$ cat src/rtl/int_ctrl_pkg.sv
// Shared definitions for the interrupt controller: register word offsets, FSM states and the
// CP0 register numbers the exception handler pairs with them.
package int_ctrl_pkg;

    // Word offsets, selected by bus_addr[4:2]
    localparam logic [2:0] RegPend   = 3'd0;
    localparam logic [2:0] RegMask   = 3'd1;
    localparam logic [2:0] RegEdge   = 3'd2;
    localparam logic [2:0] RegClaim  = 3'd3;
    localparam logic [2:0] RegStatus = 3'd4;

    localparam logic [4:0] Cp0Status = 5'd12;
    localparam logic [4:0] Cp0Cause  = 5'd13;
    localparam logic [4:0] Cp0Epc    = 5'd14;

    typedef enum logic [0:0] {
        StIdle,
        StService
    } int_state_e;

endpackage

$ cat src/rtl/int_prio_enc.sv
// Lowest-index-first priority encoder over NSRC request lines.
module int_prio_enc #(
    parameter int unsigned NSRC = 8
) (
    input  logic [NSRC-1:0] req,
    output logic            valid,
    output logic [4:0]      idx
);

    // Scan downwards so the lowest set index is the last assignment.
    always_comb begin
        valid = 1'b0;
        idx   = '0;
        for (int i = int'(NSRC) - 1; i >= 0; i--) begin
            if (req[i]) begin
                valid = 1'b1;
                idx   = 5'(i);
            end
        end
    end

endmodule

$ cat src/rtl/int_ctrl.sv
// Programmable interrupt controller driving one CP0 HWInt line with claim/complete handshake.
// Define INT_CTRL_SYNC_EN to pass src through a 2-flop synchronizer before sampling.
module int_ctrl
    import int_ctrl_pkg::*;
#(
    parameter int unsigned NSRC = 8,
    parameter int unsigned LINE = 2
) (
    input  logic            clk,
    input  logic            rst_n,
    input  logic [NSRC-1:0] src,
    input  logic [4:0]      bus_addr,
    input  logic            bus_we,
    input  logic            bus_re,
    input  logic [31:0]     bus_wdata,
    output logic [31:0]     bus_rdata,
    output logic [5:0]      hw_int,
    output logic [4:0]      irq_id
);

    logic [NSRC-1:0] src_s, hist_q, pend_q, pend_d, mask_q, edge_q, pend_en, set, clr;
    int_state_e      state_q;
    logic [4:0]      isr_id_q, win_idx, win_id;
    logic            win_valid, hw_q, claim, complete, w1c;
    logic [2:0]      reg_sel;
    logic            unused_bits;

    assign unused_bits = ^{bus_addr[1:0], bus_wdata[31:NSRC]};

`ifdef INT_CTRL_SYNC_EN
    logic [NSRC-1:0] sync1_q, sync2_q;

    always_ff @(posedge clk or negedge rst_n) begin
        if (!rst_n) begin
            sync1_q <= '0;
            sync2_q <= '0;
        end else begin
            sync1_q <= src;
            sync2_q <= sync1_q;
        end
    end

    assign src_s = sync2_q;
`else
    assign src_s = src;
`endif

    assign pend_en = pend_q & mask_q;

    int_prio_enc #(
        .NSRC(NSRC)
    ) u_prio_enc (
        .req  (pend_en),
        .valid(win_valid),
        .idx  (win_idx)
    );

    assign win_id   = win_idx + 5'd1;
    assign reg_sel  = bus_addr[4:2];
    assign claim    = bus_re && (reg_sel == RegClaim) && (state_q == StIdle) && win_valid;
    assign complete = bus_we && (reg_sel == RegClaim) && (state_q == StService) &&
                      (bus_wdata[4:0] == isr_id_q);
    assign w1c      = bus_we && (reg_sel == RegPend);
    assign set      = src_s & ~hist_q;

    // Edge bits: set beats clear; level bits simply follow the sampled line.
    always_comb begin
        for (int i = 0; i < int'(NSRC); i++) begin
            clr[i] = (w1c && bus_wdata[i]) || (claim && (win_idx == 5'(i)));
        end
        pend_d = (edge_q & (set | (pend_q & ~clr))) | (~edge_q & src_s);
    end

    always_comb begin
        bus_rdata = '0;
        unique case (reg_sel)
            RegPend:   bus_rdata = 32'(pend_q);
            RegMask:   bus_rdata = 32'(mask_q);
            RegEdge:   bus_rdata = 32'(edge_q);
            RegClaim:  bus_rdata = claim ? 32'(win_id) : 32'd0;
            RegStatus: bus_rdata = {26'b0, state_q == StService, isr_id_q};
            default:   bus_rdata = '0;
        endcase
    end

    always_ff @(posedge clk or negedge rst_n) begin
        if (!rst_n) begin
            hist_q <= '0;
            pend_q <= '0;
            mask_q <= '0;
            edge_q <= '0;
            irq_id <= '0;
            hw_q   <= 1'b0;
        end else begin
            hist_q <= src_s;
            pend_q <= pend_d;
            if (bus_we && (reg_sel == RegMask)) mask_q <= bus_wdata[NSRC-1:0];
            if (bus_we && (reg_sel == RegEdge)) edge_q <= bus_wdata[NSRC-1:0];
            irq_id <= win_valid ? win_id : 5'd0;
            hw_q   <= (|pend_en) && (state_q == StIdle);
        end
    end

    always_ff @(posedge clk or negedge rst_n) begin
        if (!rst_n) begin
            state_q  <= StIdle;
            isr_id_q <= '0;
        end else begin
            unique case (state_q)
                StIdle: begin
                    if (claim) begin
                        state_q  <= StService;
                        isr_id_q <= win_id;
                    end
                end
                StService: begin
                    if (complete) begin
                        state_q  <= StIdle;
                        isr_id_q <= '0;
                    end
                end
                default: state_q <= StIdle;
            endcase
        end
    end

    always_comb begin
        hw_int       = '0;
        hw_int[LINE] = hw_q;
    end

endmodule

$ cat config.mk
export PLATFORM = sky130hd
export DESIGN_NAME = int_ctrl
export DESIGN_NICKNAME = d
export VERILOG_FILES = /design/src/rtl/int_ctrl_pkg.sv /design/src/rtl/int_prio_enc.sv /design/src/rtl/int_ctrl.sv
export SDC_FILE = /design/constraint.sdc
export NUM_CORES = 1
export LEC_CHECK = 0
export CAP_MARGIN = 20
export CORE_ASPECT_RATIO = 0.75
export CORE_MARGIN = 4
export CORE_UTILIZATION = 45
export CTS_CLUSTER_DIAMETER = 60
export DETAILED_ROUTE_END_ITERATION = 16
export PLACE_DENSITY = 0.84
export SLEW_MARGIN = 10
export SYNTH_ARGS = -nofsm -noshare
export SYNTH_HDL_FRONTEND = slang
export SYNTH_HIERARCHICAL = 1
export SYNTH_SLANG_ARGS = --single-unit
$ cat constraint.sdc
create_clock -name clk -period 7.4 [get_ports clk]
set_input_delay 1.11 -clock clk [delete_from_list [all_inputs] [get_ports clk]]
set_output_delay 1.11 -clock clk [all_outputs]
set_load 0.02 [all_outputs]
======== Word-level counts from Yosys, hierarchy flattened ========
Cells that the tools add are included.
storage, ports and cells
  register bits ........................... 44
  output and inout port bits .............. 43
  input port bits ......................... 49
operators by class
  eq/ne operators ......................... 14
  reduce and logical (&&, ||, !) cells .... 38
  muxes and demuxes ....................... 25
  $add $sub $neg .......................... 1
  bitwise logic cells ..................... 11
operators with widths
  kind                   number
  $and A8 B8 Y8          5
  $pmux W8 S5            1
  $logic_and A1 B1 Y1    26
  $mux W3                8
  $not A8 Y8             3
  $eq A5 B3 Y1 const B   4
  $mux W5                4
  $or A8 B8 Y8           2
  $eq A5 B2 Y1 const B   2
  $mux W1                10
  $pmux W5 S2            1
  $logic_or A1 B1 Y1     8
  $reduce_or A8 Y1       1
  $eq A3 B2 Y1 const B   2
  $add A5 B1 Y5 const B  1
  $eq A5 B1 Y1 const B   1
  $eq A5 B5 Y1           1
  $logic_not A5 Y1       1
  $eq A3 B1 Y1 const B   1
  $eq A3 B3 Y1 const B   1
  $logic_not A3 Y1       1
  $ne A2 B1 Y1 const B   1
  $ne A2 B2 Y1 const B   1
  $pmux W1 S2            1
  other kinds (2)        2

======== Longest topological paths before layout ========
Gate-level depths: netlist of the first run.
  word-level depth ........................ 17
  depth in mapped cells ................... 9

======== By module ========
The synthesis of the first run kept the hierarchy.
modules (own cells, without submodules)
  module        cells each  instances  area an instance (µm²)  sequential area each (µm²)
  int_ctrl      235         1          2469.9                  1101.1
  int_prio_enc  16          1          98.8                    0.0

======== Worst setup path before layout of the first run ========
No wires, ideal clock.
  kind .................................... register to output
  from .................................... register pend_q[2]
  to ...................................... output bus_rdata[1]
  buffers on the path ..................... 0
  cell stages (with the launch flop) ...... 7
  setup slack ............................. 4071 ps
  data arrival time ....................... 2219 ps
  data required time ...................... 6290 ps
  cells stage by stage .................... dfrtp_1 -> and2_1 -> o41ai_1 -> inv_1 -> ha_1 -> a22oi_1 -> o21ai_0
between the ends
  word-level cells in the longest chain between the ends .. 7
  elaborated cells between the ends (all ways) .. 11
ends and longest elaborated chain
  what                      RTL line            text
  start: declaration        int_ctrl.sv:21      logic [NSRC-1:0] src_s, hist_q, pend_q, pend_d, mask_q, edge_q, pend_en, set, clr;
  start signal: assignment  int_ctrl.sv:96      pend_q <= pend_d;
  $and A8 B8 Y8             int_ctrl.sv:48      assign pend_en = pend_q & mask_q;
  via pend_en[2]            int_ctrl.sv:21
  $mux W3 (3 in a row)      int_prio_enc.sv:15  if (req[i]) begin
  via win_idx[0]            int_ctrl.sv:23      logic [4:0] isr_id_q, win_idx, win_id;
  $add A5 B1 Y5             int_ctrl.sv:58      assign win_id = win_idx + 5'd1;
  $mux W5                   int_ctrl.sv:80      RegClaim: bus_rdata = claim ? 32'(win_id) : 32'd0;
  $pmux W8 S5               int_ctrl.sv:76      unique case (reg_sel)
  end: declaration          int_ctrl.sv:16      output logic [31:0] bus_rdata,
The timed path passes the listed nets, and every way through them passes these cells.

======== Worst setup path in the final report of the first run ========
  from .................................... input bus_addr[3]
  to ...................................... output bus_rdata[1]
between the ends
  word-level cells in the longest chain between the ends .. 6
  elaborated cells between the ends (all ways) .. 10
ends and longest elaborated chain
  what                              RTL line                        text
  start: declaration                int_ctrl.sv:12                  input logic [4:0] bus_addr,
  $eq A3 B2 Y1                      int_ctrl.sv:60, int_ctrl.sv:76
  $logic_and A1 B1 Y1 (3 in a row)  int_ctrl.sv:60                  assign claim = bus_re && (reg_sel == RegClaim) && (state_q == StIdle) && win_valid;
  $mux W5                           int_ctrl.sv:80
  $pmux W8 S5 *                     int_ctrl.sv:76
Mark *: on every way between the ends. The rest lies on a longest branch, timed or not.

==> metrics.md, run 1 <==
| Metric | Value |
|---|---|
| Final worst path period share | `0.657` |
| Pins Over Slew Limit | `0` |
| Fin nets | `339` |
| Slew margin rel. | `0.240` |
| Crit end category | `primary output` |
| Clock group share of total power | `0.197` |
| WP data arrival | `3.75 ns` |
| Mux contribution to synthesized area | `0.106` |
| Layout cells sized above 1 | `0.125` |
| Synth Area in XOR/XNOR | `0.0273` |
| Status | `complete, no violations` |
| Lkg Pwr | `1.31 nW` |
| Wire length per cell | `around 16 microns` |
| Mapped Area | `0.00257 sq mm` |
| Worst setup path start | `bus_addr[3]` |
| Final count of hold timing violations | `0` |
| Post-layout minimum cycle time | `a little under 5 ns` |
| Die X-Extent | `between 90 and 100 microns` |
| Number of flops mapped to enable cells by yosys | `0` |
| Register area share after synthesis | `0.429` |
| Ys flop type | `dfrtp_1` |
| I/O pin count | `92` |
| Simple-Gate Fraction of Synth Area | `0.186` |
| Fill cells | `between 400 and 500` |
| Die Area | `0.00699 sq mm` |
| Net switching fraction of the power | `0.368` |
| Seq pwr share | `0.431` |
| Final Worst Setup Slack | `2.54 ns` |
| Asr flop ratio synth | `1.00` |
| Resized cells post-CTS | `0` |
| Core box area | `between 0.005 and 0.006 sq mm` |
| P per Cell Area | `270 mW/mm^2` |
| Worst slack, placed | `around 2.6 ns` |
| RSZ-0062 raised after global routing | `no` |
| TNS Setup | `0 ns` |
| Largest net degree at the start of global routing | `45` |
| Cells after synthesis | `between 200 and 300` |
| Number of clock sinks | `between 40 and 50` |
| Unique cell type count in the Yosys netlist | `40` |
| Worst hold stages | `1` |
| Via count | `approximately 1.9k` |
| R2r endpoint | `isr_id_q[1]$_DFFE_PN0P_` |
| Number of global-route vias before repair | `approximately 1.8k` |
| First-pass GRT wire length | `around 9300 microns` |
| GRT Total Usage | `0.178` |
| Area share of fa/ha/maj cells after synthesis | `0.0195` |
| Clock buffer count from CTS | `5` |
| Worst Setup Start Kind | `input port` |
| Worst skew pair latency | `around 0.30 ns` |
| Setup Skew | `~0.0082 ns` |
| Worst-margin pin slew | `between 1 and 1.5 ns` |
| Row count | `23` |
| CTS clk-pin slew, worst paths | `0.08 ns` |
| Worst R2R Path Depth | `5` |
| Synth Register Bits | `between 40 and 50` |
| Number of port buffers | `36` |
| Worst EP required | `6.29 ns` |
| Max-Cap Viols | `0` |
| Post-route DRC | `0` |
| Internal | `just over 0.5 mW` |
| GPL Wtd Cong | `0.929` |
| H-tree depth | `2` |
| DR vias/cell | `approximately 5.2` |
| CTS root buf | `clkbuf_8` |
| Peak VDD IR | `about 120 uV` |
| CP endpoint | `bus_rdata[1]` |
| Initial Util | `0.472` |
| R2R setup slack | `~4.8 ns` |
| Antenna diodes | `0` |
| Compound-Gate Fraction of Synth Area | `0.117` |
| Syn Area/Cell | `~10 sq um` |
| Setup bufs post-CTS | `0` |
| DR pass1 iterations | `4` |
| Crit-path max FO | `15` |
| Fmax | `just over 0.2 GHz` |
| Routed WL | `5840 microns` |
| Yosys warns | `6` |
| Post-DP HPWL | `about 4300 microns` |
| CP Class | `in2out` |
| Largest family of logic cells by synthesized area | `simple AND/OR/NAND/NOR gates` |
| ANT nets after route | `0` |
| Comb power frac | `0.372` |
| Final setup fails | `0` |
| CTS tree | `yes` |
| Reg2reg start | `pend_q[2]$_DFF_PN0_` |
| Switch Pwr | `a little under 0.3 mW` |
| Area Overhead vs Synth | `15.6%` |
| Clock Tree Buf Depth | `2` |
| Initial DRC count | `168` |
| FF/Latch Area | `0.00110 sq mm` |
| Die Height | `approximately 73 microns` |
| Multi-input logic area | `roughly 0.0013 sq mm` |
| Worst min-delay path class | `reg2reg` |
| Overflow after GRT | `0` |
| Antenna violations before repair | `0` |
| CTS Hold Buffers Added | `0` |
## sequential cells by signal (all words and copies together) (netlist names)
signal and count:
edge_q 8, hist_q 8, hw_q 1, irq_id 5, isr_id_q 5, mask_q 8
pend_q 8, state_q 1
## cells in the mapped netlist, drive strengths merged (2+ instances only)
library cell	count	share of area
ha	4	0.019
nand2	23	0.034
a21oi	16	0.033
mux2i	8	0.031
nor3	3	0.014
o221ai	2	0.0068
nand3	6	0.012
o21ai	5	0.0097
buf	37	0.11
mux2	17	0.075
xor2	8	0.027
a21o	2	0.0058
a22oi	3	0.0088
nor2b	7	0.017
nand2b	2	0.0049
conb	2	0.0029
or3	2	0.0049
nand4	4	0.0097
a22o	11	0.038
and2	10	0.024
nor4	5	0.023
dfrtp	44	0.43
inv	4	0.0058
nor2	18	0.027
## cell usage in the layout, fill, tap and decap left out, drive strengths merged, types with 3 or more instances in the layout
| cell | n |
|---|---|
| and2 | 10 |
| xor2 | 8 |
| nor3 | 3 |
| clkdlybuf4s50 | 35 |
| nand4 | 4 |
| inv | 4 |
| o21ai | 5 |
| a22o | 11 |
| conb | 31 |
| a21oi | 16 |
| ha | 4 |
| nor4 | 5 |
| nor2 | 18 |
| nand3 | 6 |
| a22oi | 3 |
| nand2 | 23 |
| dfrtp | 44 |
| mux2i | 8 |
| nor2b | 7 |
| mux2 | 17 |
| clkbuf | 6 |
## how the worst min path moves through the flow
stage                       startpoint                       to
4_1_cts          mask_q[0]$_DFFE_PN0P_    mask_q[0]$_DFFE_PN0P_
5_1_grt          mask_q[5]$_DFFE_PN0P_    mask_q[5]$_DFFE_PN0P_
2_1_floorplan  isr_id_q[3]$_DFFE_PN0P_  isr_id_q[3]$_DFFE_PN0P_
3_3_place_gp     mask_q[7]$_DFFE_PN0P_    mask_q[7]$_DFFE_PN0P_
3_5_place_dp     mask_q[0]$_DFFE_PN0P_    mask_q[0]$_DFFE_PN0P_
6_report         mask_q[2]$_DFFE_PN0P_    mask_q[2]$_DFFE_PN0P_
## per-stage QoR
stage / instance area (sq um) / power, mW / utilization / cells / hold WS (ns)
final: 2970 / 0.803 / 0.546 / 362 / 0.537
after global routing: 2970 / 0.853 / 0.546 / 362 / 0.556
after CTS: 2940 / 0.802 / 0.541 / 361 / 0.534
after detailed placement: 2850 / 0.643 / 0.524 / 353 / 0.516
after global placement: 2850 / 0.634 / 0.524 / 353 / 0.508
after floorplan: 2680 / 0.557 / - / 280 / 0.491
## layout make-up
class | count | share of cell area
multi-input cells | 194 | 0.433
flip-flops and latches | 44 | 0.371
repair buffers | 37 | 0.129
well taps | 75 | 0.0316
clock buffers | 6 | 0.0278
inverters | 4 | 0.00505
clock inverters | 2 | 0.00337
## layer usage
metal,up-vias,GRT usage,part of all wire
met5,-,0,0
met4,0,0.0656,0.0091
met3,5,0.0430,0.091
met2,84,0.257,0.44
met1,896,0.259,0.46
li1,884,-,-
## worst max-delay path, cell delays in order
cell and delay, ns:
clkdlybuf4s50_1 0.96, nand3b_4 0.22, nor3_4 0.47, a22oi_1 0.15, o21ai_0 0.15, clkdlybuf4s50_1 0.68
## logic make-up after synthesis
logic type	count (synthesis)
muxes	25
and+or+nand+nor	82
adders and majority gates	4
AOI/OAI and AO/OA	44
xor gates and xnor gates	8
buffers and inverters	42
DFF	44
other	2
## power by group through the flow
stage | clock network, mW | logic (mW) | registers [mW]
global route | 0.173 | 0.327 | 0.354
detailed placement | 0 | 0.294 | 0.349
CTS | 0.162 | 0.295 | 0.345
global placement | 0 | 0.287 | 0.347
floorplan | 0 | 0.213 | 0.344
finish | 0.158 | 0.299 | 0.346
No activity file was read; power rests on OpenSTA's default activity.
==> run 2, diff against run 1 <==
--- a/config.mk
+++ b/config.mk
@@ -8,10 +8,10 @@
 export CAP_MARGIN = 20
 export CORE_ASPECT_RATIO = 0.75
 export CORE_MARGIN = 4
-export CORE_UTILIZATION = 45
+export CORE_UTILIZATION = 41
 export CTS_CLUSTER_DIAMETER = 60
 export DETAILED_ROUTE_END_ITERATION = 16
-export PLACE_DENSITY = 0.84
+export PLACE_DENSITY = 0.81
 export SLEW_MARGIN = 10
 export SYNTH_ARGS = -nofsm -noshare
 export SYNTH_HDL_FRONTEND = slang
==> constraint.sdc (replaced) <==
create_clock -name clk -period 4.25 [get_ports clk]
set_input_delay 0.6375 -clock clk [delete_from_list [all_inputs] [get_ports clk]]
set_output_delay 0.6375 -clock clk [all_outputs]
set_load 0.02 [all_outputs]
==> metrics.md, run 2 (same netlist as run 1, synthesis figures left out) <==
| Metric | Value |
|---|---|
| Worst Setup Start Kind | `flop (was input port)` |
| Setup Skew | `0.00544 ns (was 0.00818 ns)` |
| Most frequent cells in the layout | `dfrtp_1, clkdlybuf4s50_1, conb_1, nand2_1, nor2_1 (unchanged)` |
| Initial DRC count | `127 (was 168)` |
| Most common cell after layout, fill and taps aside | `dfrtp_1 (unchanged)` |
| Net switching fraction of the power | `0.371 (was 0.368)` |
| Via count | `1,941 (was 1,869)` |
| Max-Cap Viols | `0 (unchanged)` |
| Post-DP HPWL | `4560 microns (was 4290 microns)` |
| Post-layout minimum cycle time | `between 3 and 4 ns` |
| Seq pwr share | `0.436 (was 0.431)` |
| Resized cells post-CTS | `0 (unchanged)` |
| Antenna diodes | `0 (unchanged)` |
| Crit-path max FO | `8 (was 15)` |
| GRT Total Usage | `0.162 (was 0.178)` |
| Antenna violations before repair | `0 (unchanged)` |
| Wire length per cell | `16.7 microns (was 16.1 microns)` |
| GPL Wtd Cong | `0.955 (was 0.929)` |
| P per Cell Area | `462 mW/mm^2 (was 270 mW/mm^2)` |
| Worst-margin pin slew | `0.751 ns (was 1.12 ns)` |
| DR vias/cell | `5.29 (was 5.16)` |
| Setup bufs post-CTS | `0 (unchanged)` |
| Fin nets | `344 (was 339)` |
| Final setup fails | `0 (unchanged)` |
| Worst EP required | `3.61 ns (was 6.29 ns)` |
| CTS clk-pin slew, worst paths | `0.08 ns (about the same)` |
| Post-route DRC | `0 (unchanged)` |
| Initial Util | `0.432 (was 0.472)` |
| Internal | `0.866 mW (was 0.507 mW)` |
| Largest net degree at the start of global routing | `45 (unchanged)` |
| Clock Tree Buf Depth | `2 (unchanged)` |
| Worst min-delay path class | `in2async (was reg2reg)` |
| Number of clock sinks | `44 (unchanged)` |
| CTS root buf | `clkbuf_8 (unchanged)` |
| Slew margin rel. | `0.497 (was 0.240)` |
| Worst slack, placed | `0.663 ns (was 2.56 ns)` |
| Area Overhead vs Synth | `16.0% (was 15.6%)` |
| Routed WL | `6120 microns (was 5840 microns)` |
| Number of port buffers | `36 (unchanged)` |
| Overflow after GRT | `0 (unchanged)` |
| I/O pin count | `92 (unchanged)` |
| H-tree depth | `2 (unchanged)` |
| WP data arrival | `3.24 ns (was 3.75 ns)` |
| Clock group share of total power | `0.175 (was 0.197)` |
| Worst skew pair latency | `0.29 ns (was 0.30 ns)` |
| First-pass GRT wire length | `9760 microns (was 9270 microns)` |
| CTS tree | `yes (unchanged)` |
| Layout cells sized above 1 | `0.131 (was 0.125)` |
| Routing usage on met2 | `0.237 (was 0.257)` |
| RSZ-0062 raised after global routing | `no (unchanged)` |
| TNS Setup | `0 ns (unchanged)` |
| GR peak layer | `met1 (unchanged)` |
| Met1 global-route usage | `0.238 (was 0.259)` |
| Status | `complete, no violations (unchanged)` |
| Switch Pwr | `0.510 mW (was 0.296 mW)` |
| Row count | `24 (was 23)` |
| Fmax | `0.258 GHz` |
| CP Class | `reg2out (was in2out)` |
| Final count of hold timing violations | `0 (unchanged)` |
| DR pass1 iterations | `4 (unchanged)` |
| CTS Hold Buffers Added | `0 (unchanged)` |
| Comb power frac | `0.389 (was 0.372)` |
| GR Util met3 | `0.0384 (was 0.0430)` |
| Final Worst Setup Slack | `0.374 ns (was 2.54 ns)` |
| Core box area | `0.00595 sq mm (was 0.00544 sq mm)` |
| Die Area | `0.00761 sq mm (was 0.00699 sq mm)` |
| Peak VDD IR | `213 uV (was 123 uV)` |
| Lkg Pwr | `1.32 nW (was 1.31 nW)` |
| Number of global-route vias before repair | `1,853 (was 1,843)` |
| Clock buffer count from CTS | `5 (unchanged)` |
| Pins Over Slew Limit | `0 (unchanged)` |
| Die X-Extent | `99.4 microns (was 95.2 microns)` |
| Crit end category | `primary output (unchanged)` |
| Final worst path period share | `0.912` |
| Die Height | `76.6 microns (was 73.4 microns)` |
| ANT nets after route | `0 (unchanged)` |
-- run 2: per-layer routing --
| layer | wire length (microns) | up-vias | share of wire |
|---|---|---|---|
| li1 | - | 898 | - |
| met1 | 2750 | 939 | 0.45 |
| met2 | 2850 | 95 | 0.47 |
| met3 | 463 | 9 | 0.076 |
| met4 | 55 | 0 | 0.0090 |
| met5 | 0 | - | 0 |
-- run 2: cell type report --
type	count	area (sq um)
Tap cell	78	97.6
Clock buffer	5	68.8
Multi-Input combinational cell	194	1280
Fill cell	545	2970
Sequential cell	44	1100
Inverter	4	15.0
Timing Repair Buffer	42	413
-- run 2: worst max-delay path, stage by stage (launching register included) --
cell and delay (ns):
dfrtp_1 0.40, and2_1 0.22, nor4_2 0.33, nor2b_1 0.65, nand3_1 0.19, xor2_1 0.20, nor2_1 0.19, a221o_1 0.16
clkdlybuf4s50_1 0.61
-- run 2: final timing paths --
kind	from	endpoint	slack [ns]	cells past startpoint
worst max-delay path	pend_q[3]$_DFF_PN0_	bus_rdata[3]	0.37	8
worst min-delay path	rst_n	irq_id[0]$_DFF_PN0_	0.23	1
max in group asynchronous	rst_n	mask_q[6]$_DFFE_PN0P_	3.54	2
min in group clk	mask_q[0]$_DFFE_PN0P_	mask_q[0]$_DFFE_PN0P_	0.54	1
worst max register to register	mask_q[5]$_DFFE_PN0P_	isr_id_q[1]$_DFFE_PN0P_	1.88	8
worst min register to register	mask_q[0]$_DFFE_PN0P_	mask_q[0]$_DFFE_PN0P_	0.54	1
-- run 2: per-stage QoR --
stage	std cells	total power, mW	area [sq um]	hold WS [ns]	util
3_3_place_gp	361	1.11	2890	0.508	0.486
5_1_grt	367	1.46	2980	0.249	0.501
3_5_place_dp	361	1.13	2890	0.511	0.486
2_1_floorplan	280	0.970	2680	0.342	-
6_report	367	1.38	2980	0.233	0.501
4_1_cts	366	1.37	2960	0.529	0.498
-- run 2: power groups by stage --
| stage | Combinational, mW | Sequential (mW) | Clock, mW |
|---|---|---|---|
| after floorplan | 0.370 | 0.600 | 0 |
| after global placement | 0.508 | 0.603 | 0 |
| after detailed placement | 0.526 | 0.607 | 0 |
| after CTS | 0.529 | 0.599 | 0.243 |
| after global routing | 0.581 | 0.616 | 0.259 |
| final | 0.536 | 0.600 | 0.240 |
